$ cat config.mk
export PLATFORM = sky130hd
export DESIGN_NAME = array_access_arbiter
export DESIGN_NICKNAME = d
export VERILOG_FILES = /design/src/rtl/array_arb_pkg.sv /design/src/rtl/rr_arb2.sv /design/src/rtl/array_access_arbiter.sv
export SDC_FILE = /design/constraint.sdc
export NUM_CORES = 1
export LEC_CHECK = 0
export ABC_AREA = 1
export BUFFER_PORTS_ARGS = -buffer_cell sky130_fd_sc_hd__buf_2
export CORE_MARGIN = 2
export CORE_UTILIZATION = 53
export DETAILED_ROUTE_END_ITERATION = 6
export GPL_TIMING_DRIVEN = 1
export PLACE_DENSITY = 0.8
export SLEW_MARGIN = 20
export SYNTH_ARGS = -nofsm -noshare
export SYNTH_HDL_FRONTEND = slang
export SYNTH_SLANG_ARGS = --single-unit
$ cat constraint.sdc
create_clock -name clk -period 1.45 [get_ports clk]
set_input_delay 0.2175 -clock clk [delete_from_list [all_inputs] [get_ports clk]]
set_output_delay 0.2175 -clock clk [all_outputs]
set_load 0.02 [all_outputs]
$ cat src/rtl/array_arb_pkg.sv
// Shared types and default geometry for the two-master array access arbiter.
package array_arb_pkg;

    typedef enum logic [1:0] {
        IDLE   = 2'd0,
        ACCESS = 2'd1,
        RESP   = 2'd2
    } state_t;

    localparam int DEF_DEPTH = 8;
    localparam int DEF_WIDTH = 8;
    localparam int DEF_AW    = 3;

endpackage

$ cat src/rtl/rr_arb2.sv
// Two-way round-robin grant: a lone requester always wins, a tie goes to the
// requester that was not granted last.
module rr_arb2 (
    input  logic [1:0] req,
    input  logic       last_gnt,
    output logic [1:0] gnt
);

    always_comb begin
        gnt = req;
        if (&req) begin
            gnt = last_gnt ? 2'b01 : 2'b10;
        end
    end

endmodule

$ cat src/rtl/array_access_arbiter.sv
// Register array shared by two masters; one access at a time through an
// IDLE -> ACCESS -> RESP handshake with round-robin arbitration.
module array_access_arbiter
    import array_arb_pkg::*;
#(
    parameter int DEPTH = DEF_DEPTH,
    parameter int WIDTH = DEF_WIDTH,
    parameter int AW    = DEF_AW
) (
    input  logic             clk,
    input  logic             rst_n,
    input  logic             req0,
    input  logic             we0,
    input  logic [AW-1:0]    addr0,
    input  logic [WIDTH-1:0] wdata0,
    input  logic [WIDTH-1:0] wmask0,
    output logic             done0,
    input  logic             req1,
    input  logic             we1,
    input  logic [AW-1:0]    addr1,
    input  logic [WIDTH-1:0] wdata1,
    input  logic [WIDTH-1:0] wmask1,
    output logic             done1,
    output logic [WIDTH-1:0] rdata,
    output logic             err,
    output logic             busy
);

    localparam logic [AW:0] DEPTH_LIM = (AW+1)'(DEPTH);

    logic [WIDTH-1:0] mem [DEPTH];
    state_t           state;
    logic             last_gnt;
    logic [1:0]       gnt;

    logic             win_we;
    logic [AW-1:0]    win_addr;
    logic [WIDTH-1:0] win_wdata;
    logic [WIDTH-1:0] win_wmask;
    logic             win_oor;

    logic             cmd_we;
    logic             cmd_id;
    logic             cmd_oor;
    logic [AW-1:0]    cmd_addr;
    logic [WIDTH-1:0] cmd_wdata;
    logic [WIDTH-1:0] cmd_wmask;

    rr_arb2 u_rr_arb2 (
        .req      ({req1, req0}),
        .last_gnt (last_gnt),
        .gnt      (gnt)
    );

    always_comb begin
        win_we    = gnt[1] ? we1    : we0;
        win_addr  = gnt[1] ? addr1  : addr0;
        win_wdata = gnt[1] ? wdata1 : wdata0;
        win_wmask = gnt[1] ? wmask1 : wmask0;
        win_oor   = ({1'b0, win_addr} >= DEPTH_LIM);
    end

    always_ff @(posedge clk or negedge rst_n) begin
        if (!rst_n) begin
            state     <= IDLE;
            last_gnt  <= 1'b1;
            done0     <= 1'b0;
            done1     <= 1'b0;
            err       <= 1'b0;
            busy      <= 1'b0;
            rdata     <= '0;
            cmd_we    <= 1'b0;
            cmd_id    <= 1'b0;
            cmd_oor   <= 1'b0;
            cmd_addr  <= '0;
            cmd_wdata <= '0;
            cmd_wmask <= '0;
            for (int i = 0; i < DEPTH; i++) begin
                mem[i] <= '0;
            end
        end else begin
            done0 <= 1'b0;
            done1 <= 1'b0;
            err   <= 1'b0;
            case (state)
                IDLE: begin
                    if (|gnt) begin
                        cmd_we    <= win_we;
                        cmd_addr  <= win_addr;
                        cmd_wdata <= win_wdata;
                        cmd_wmask <= win_wmask;
                        cmd_oor   <= win_oor;
                        cmd_id    <= gnt[1];
                        last_gnt  <= gnt[1];
                        busy      <= 1'b1;
                        state     <= ACCESS;
                    end
                end
                ACCESS: begin
                    // Out-of-range commands never touch the array; reads return zero.
                    if (cmd_we) begin
                        if (!cmd_oor) begin
                            mem[cmd_addr] <= (mem[cmd_addr] & ~cmd_wmask) | (cmd_wdata & cmd_wmask);
                        end
                    end else begin
                        rdata <= cmd_oor ? '0 : mem[cmd_addr];
                    end
                    done0 <= ~cmd_id;
                    done1 <= cmd_id;
                    err   <= cmd_oor;
                    state <= RESP;
                end
                RESP: begin
                    busy  <= 1'b0;
                    state <= IDLE;
                end
                default: begin
                    busy  <= 1'b0;
                    state <= IDLE;
                end
            endcase
        end
    end

endmodule

# After elaboration in Yosys (flattened, before gate mapping)
# Index checks and enable logic that the tools add are counted.
[totals]
out_inout_bits = 12
regBits = 99
input_bits = 44
word_cells = 57
[op_classes]
eq_ne = 2
n_mux = 18
reduce_logical = 8
order_cmp = 2
bitwise = 8
[ops]
columns = ["op", "count"]
rows = [
  ["bitwise mux 64 bit", 1],
  ["2-to-1 mux 8 bit", 5],
  ["binary-select mux 8 bit (select 3 bit)", 1],
  ["demux 8 bit (select 3 bit)", 1],
  ["bitwise AND 8 bit", 2],
  ["AND reduction 2 bit", 5],
  ["inverter 8 bit", 1],
  ["OR 8 bit", 1],
  ["2-to-1 mux 2 bit", 3],
  ["greater-or-equal comparator 4 bit, second input constant", 1],
  ["less-than comparator 4 x 1 -> 1 bit, second input constant", 1],
  ["2-to-1 mux 1 bit", 4],
  ["inverter 3 -> 4 bit", 1],
  ["one-hot mux 2 bit (2 select lines)", 1],
  ["2-to-1 mux 3 bit", 1],
  ["inverter 1 bit", 3],
  ["equality test 2 x 1 -> 1 bit, second input constant", 1],
  ["logical NOT 2 bit", 1],
  ["!= test 2 bit, second input constant", 1],
  ["one-hot mux 1 bit (2 select lines)", 1],
  ["OR reduction 2 bit", 1],
  ["logical AND 1 bit", 1],
]

# Logic depth before layout (Yosys ltp)
[logic_depth]
word_depth = 7
depth_mapped = 10

# Modules after synthesis
# A second synthesis with hierarchy kept.
[unflattened]
hier_cells = 623
hier_area_um2 = 4890.9
[by_module_without_submodules]
columns = ["mod", "seq_area_each_um2", "instances", "area_per_inst_um2", "cells_each"]
rows = [
  ["array_access_arbiter", 2478.6, 1, 4869.7, 618],
  ["rr_arb2", 0.0, 1, 21.3, 5],
]

# Worst setup path after synthesis
# Ideal clock, no wire load.
[synth_timing]
path_kind = "register to register"
startpoint = "register cmd_addr[0]"
endpoint = "register mem[26] (netlist bit)"
setup_time_ps = 119
arrival_ps = 1342
n_path_buf = 2
stages_incl_launch_ff = 9
path_slack_ps = -11
cell_sequence = "dfrtp_1 buf_2 inv_2 buf_2 nand2_1 nor2_2 inv_1 nand2_1 nand2_1"
[synth_via]
elab_chain_cells = 7
elab_cells_between_ends = 12
cone_classes = "order compare (2); mux (6); bitwise (3); reduce/logical (1)"
[synth_lines]
columns = ["item", "line", "rtl"]
rows = [
  ["start, declared", "array_access_arbiter.sv:45", "logic [AW-1:0] cmd_addr;"],
  ["start signal, assigned", "array_access_arbiter.sv:89", "cmd_addr <= win_addr;"],
  ["inverter 3 -> 4 bit *", "array_access_arbiter.sv:103", "mem[cmd_addr] <= (mem[cmd_addr] & ~cmd_wmask) | (cmd_wdata & cmd_wmask);"],
  ["binary-select mux 8 bit (select 3 bit)", "array_access_arbiter.sv:103", ""],
  ["2-to-1 mux 8 bit (not written as such) (2 in series)", "array_access_arbiter.sv:103", ""],
  ["bitwise AND 8 bit", "array_access_arbiter.sv:103", ""],
  ["OR 8 bit", "array_access_arbiter.sv:103", ""],
  ["bitwise mux 64 bit *", "array_access_arbiter.sv:103", ""],
  ["end signal, assigned by index", "array_access_arbiter.sv:103", ""],
  ["end, declared", "array_access_arbiter.sv:31", "logic [WIDTH-1:0] mem [DEPTH];"],
]
# Mark *: on every way between the ends. The rest lies on a longest branch, timed or not. The select of a mux whose other input is x is not followed.
# A chain may end at the register's enable or synchronous reset.

# Final worst setup path
[layout_timing]
startpoint = "register cmd_addr[2]"
endpoint = "register mem[46] (netlist bit)"
# Same word-level chain as after synthesis.

==> results.toml <==
[place]
place.gp.congestion = 0.973
portBuffers = 54
dp_hpwl_um = 10300
dp_slack_ns = -0.339

[finish]
n_fill_cell = 632
antenna_cells = 0
synthToLayoutAreaGrowth_pct = 33.4
drive_above_1_share = 0.358
fin_nets = 765
final_util = 0.732

[setup_path]
cp_slowest_stage_delay_ns = 0.44
required_ns = 1.78
path_class = "register to register"
worstSetupStartpointType = "register"
crit_path_max_fanout = 8
crit_chain = "buf_6 -> nor2_4 -> buf_4 -> nand2_1 -> nor2_2 -> nor2_4 -> nand3_4 -> nand3_2 -> nand2_1"
cp_slowest_cell = "dfrtp_1"
path_delay_family = "simple AND/OR/NAND/NOR gates"
cp-end-kind = "register"
cp.buffers_inverters = 2
r2r_slack_ns = -0.18
crit_arrival_ns = 1.96

[clock_network]
clock_sinks = 99
cts-buffers-inserted = 9
clock-root-buffer = "clkbuf_8"
clk_latency_ns = 0.39
path_clk_slew_ns = 0.10
clockBufferDepth = 2
htreeDepth = 3
cts_tree = "yes"

[grt]
grt_pass1_vias = 4804
overflow = 0
use_met2 = 0.509
antenna_found_initial = 0
grtUsageTotal = 0.313
grt_max_degree = 44
met1_usage = 0.398
grt_pass1_wl_um = 23900
busiest_layer = "met2"
grtUsageMet3 = 0.0597

[run_status]
violations = "negative setup slack"
status = "complete, but fails checks"

[job]
cap_viol_max_count = 0

[min_path]
hp-class = "primary input to register"

[synth]
synth_cell_types = 23
syn_inst = 623
ys_warn_count = 0
avgSynthCellArea_um2 = 7.72
synth_nets = 667
ys_seq_area_frac = 0.516
ys_ff_latch = 99
syn_area_um2 = 4810

[routing]
routed_wl_um = 15700
drtIter0Drc = 419
drcViolationCount = 0
wl_per_cell_um = 18.9
first_pass_iters = 5
ant_nets = 0
routed_via_density = 5.96
via_count = 4969

[pwr]
total_power_mw = 14.6
power_density_nw_per_um2 = 2270
vdd_drop_max_mv = 1.64
leakage_nw = 3.22

[timing]
period_needed_ns = 1.63
rsz0062_at_grt = "true"
clock_skew_ns = 0.00788
slew_viol_final = 0
finalSetupViolations = 72
timing.final.ws_setup_ns = -0.181
timing_hold_violations_final = 0
fmax_mhz = 613
hold_slack_ns = 0.0687
final.setup.tns_ns = -8.53
finalCritPeriodShare = 1.12

[floorplanning]
die_w_um = 99.2
die_area_um2 = 9850
ioPinCount = 56
row_count = 34
start_util = 0.549
coreArea_um2 = 8760
dieHeight_um = 99.2
[flip-flops by register name, summed over array words and instances (netlist names)]
register and cells:
done0 1, cmd_id 1, last_gnt 1, state 2, busy 1, cmd_wmask 8
done1 1, mem 64, rdata 8, cmd_we 1, cmd_addr 3, cmd_wdata 8
[path summary, 6_finish.rpt]
path / cells past startpoint / from / end
setup / recovery: 9 / cmd_addr[2]$_DFFE_PN0P_ / mem[46]$_DFFE_PN0P_
hold / removal: 3 / wmask1[2] / cmd_wmask[2]$_DFFE_PN0P_
setup reg to reg: 9 / cmd_addr[2]$_DFFE_PN0P_ / mem[46]$_DFFE_PN0P_
hold reg to reg: 1 / cmd_id$_DFFE_PN0P_ / done0$_DFF_PN0_
max in group asynchronous: 3 / rst_n / mem[1]$_DFFE_PN0P_
min in group asynchronous: 2 / rst_n / mem[44]$_DFFE_PN0P_
[synth_stat cells, drive strengths merged]
library cell  instances  area share
or2                   8       0.010
clkbuf               10      0.0078
o21ai                 1      0.0010
conb                  1     0.00078
buf                  19       0.019
dfstp                 1      0.0055
inv                  37       0.029
nand4                16       0.021
a31oi                20       0.026
nor3                  1      0.0010
dfrtp                98        0.51
clkinv                1     0.00078
nand2               232        0.18
nor2                 64       0.055
o21a                  8       0.012
nand3               106        0.12
[through the flow]
step,instance area (um^2),instances
2_1_floorplan,4820,623
3_3_place_gp,5540,808
3_5_place_dp,5540,808
4_1_cts,6000,827
5_1_grt,6410,834
6_report,6410,834
[worst reg2reg max path, delay by kind of cell (launching register included)]
kind	cells	cell delay [ns]
buffers and inverters	2	0.31
and+or+nand+nor	7	0.83
DFF	1	0.44
[per-layer routing]
| metal | wire (um) | up-vias |
|---|---|---|
| met5 | 0 | - |
| met4 | 785 | 0 |
| met3 | 1430 | 79 |
| met2 | 7490 | 327 |
| met1 | 6040 | 2344 |
| li1 | - | 2219 |
[cell type report]
| class | instances | area (um^2) | share of cell area |
|---|---|---|---|
| Multi-Input combinational cell | 458 | 2590 | 0.404 |
| Inverter | 38 | 158 | 0.0246 |
| Clock buffer | 10 | 128 | 0.0199 |
| Timing Repair Buffer | 112 | 846 | 0.132 |
| Tap cell | 108 | 135 | 0.0211 |
| Clock inverter | 6 | 56.3 | 0.00878 |
| Timing Repair inverter | 3 | 17.5 | 0.00273 |
| Sequential cell | 99 | 2480 | 0.387 |
[placed cells by master, fill, tap and decap left out, types with 4 or more instances in the layout]
master and instances:
a31oi_1 19, buf_12 4, buf_2 53, buf_4 36, buf_6 16, clkbuf_8 9, dfrtp_1 96, inv_1 27
inv_2 6, nand2_1 211, nand2_2 18, nand3_1 54, nand3_2 45, nand3_4 7, nand4_1 16, nor2_1 30
nor2_2 10, nor2_4 25, o21a_1 8, or2_2 8
[power breakdown]
group          total (mW)  internal (mW)  switching, mW
clock network        1.75          0.665           1.08
logic                7.95           2.95           5.00
registers            4.88           4.05          0.833
[kinds of logic after synthesis]
logic type      synth area share
compound gates            0.0396
buf+inv                   0.0562
flops                      0.516
other cells             0.000780
simple gates               0.388
[repair_timing]
action                     CTS  global route
setup endpoints to repair   71            87
cloned                       1             4
hold buffers                 1             0
gates resized for setup     68            87
setup buffers                1             3
pin swaps                   11            29
hold endpoints to repair    25             0
No activity file was read; power rests on OpenSTA's default activity.
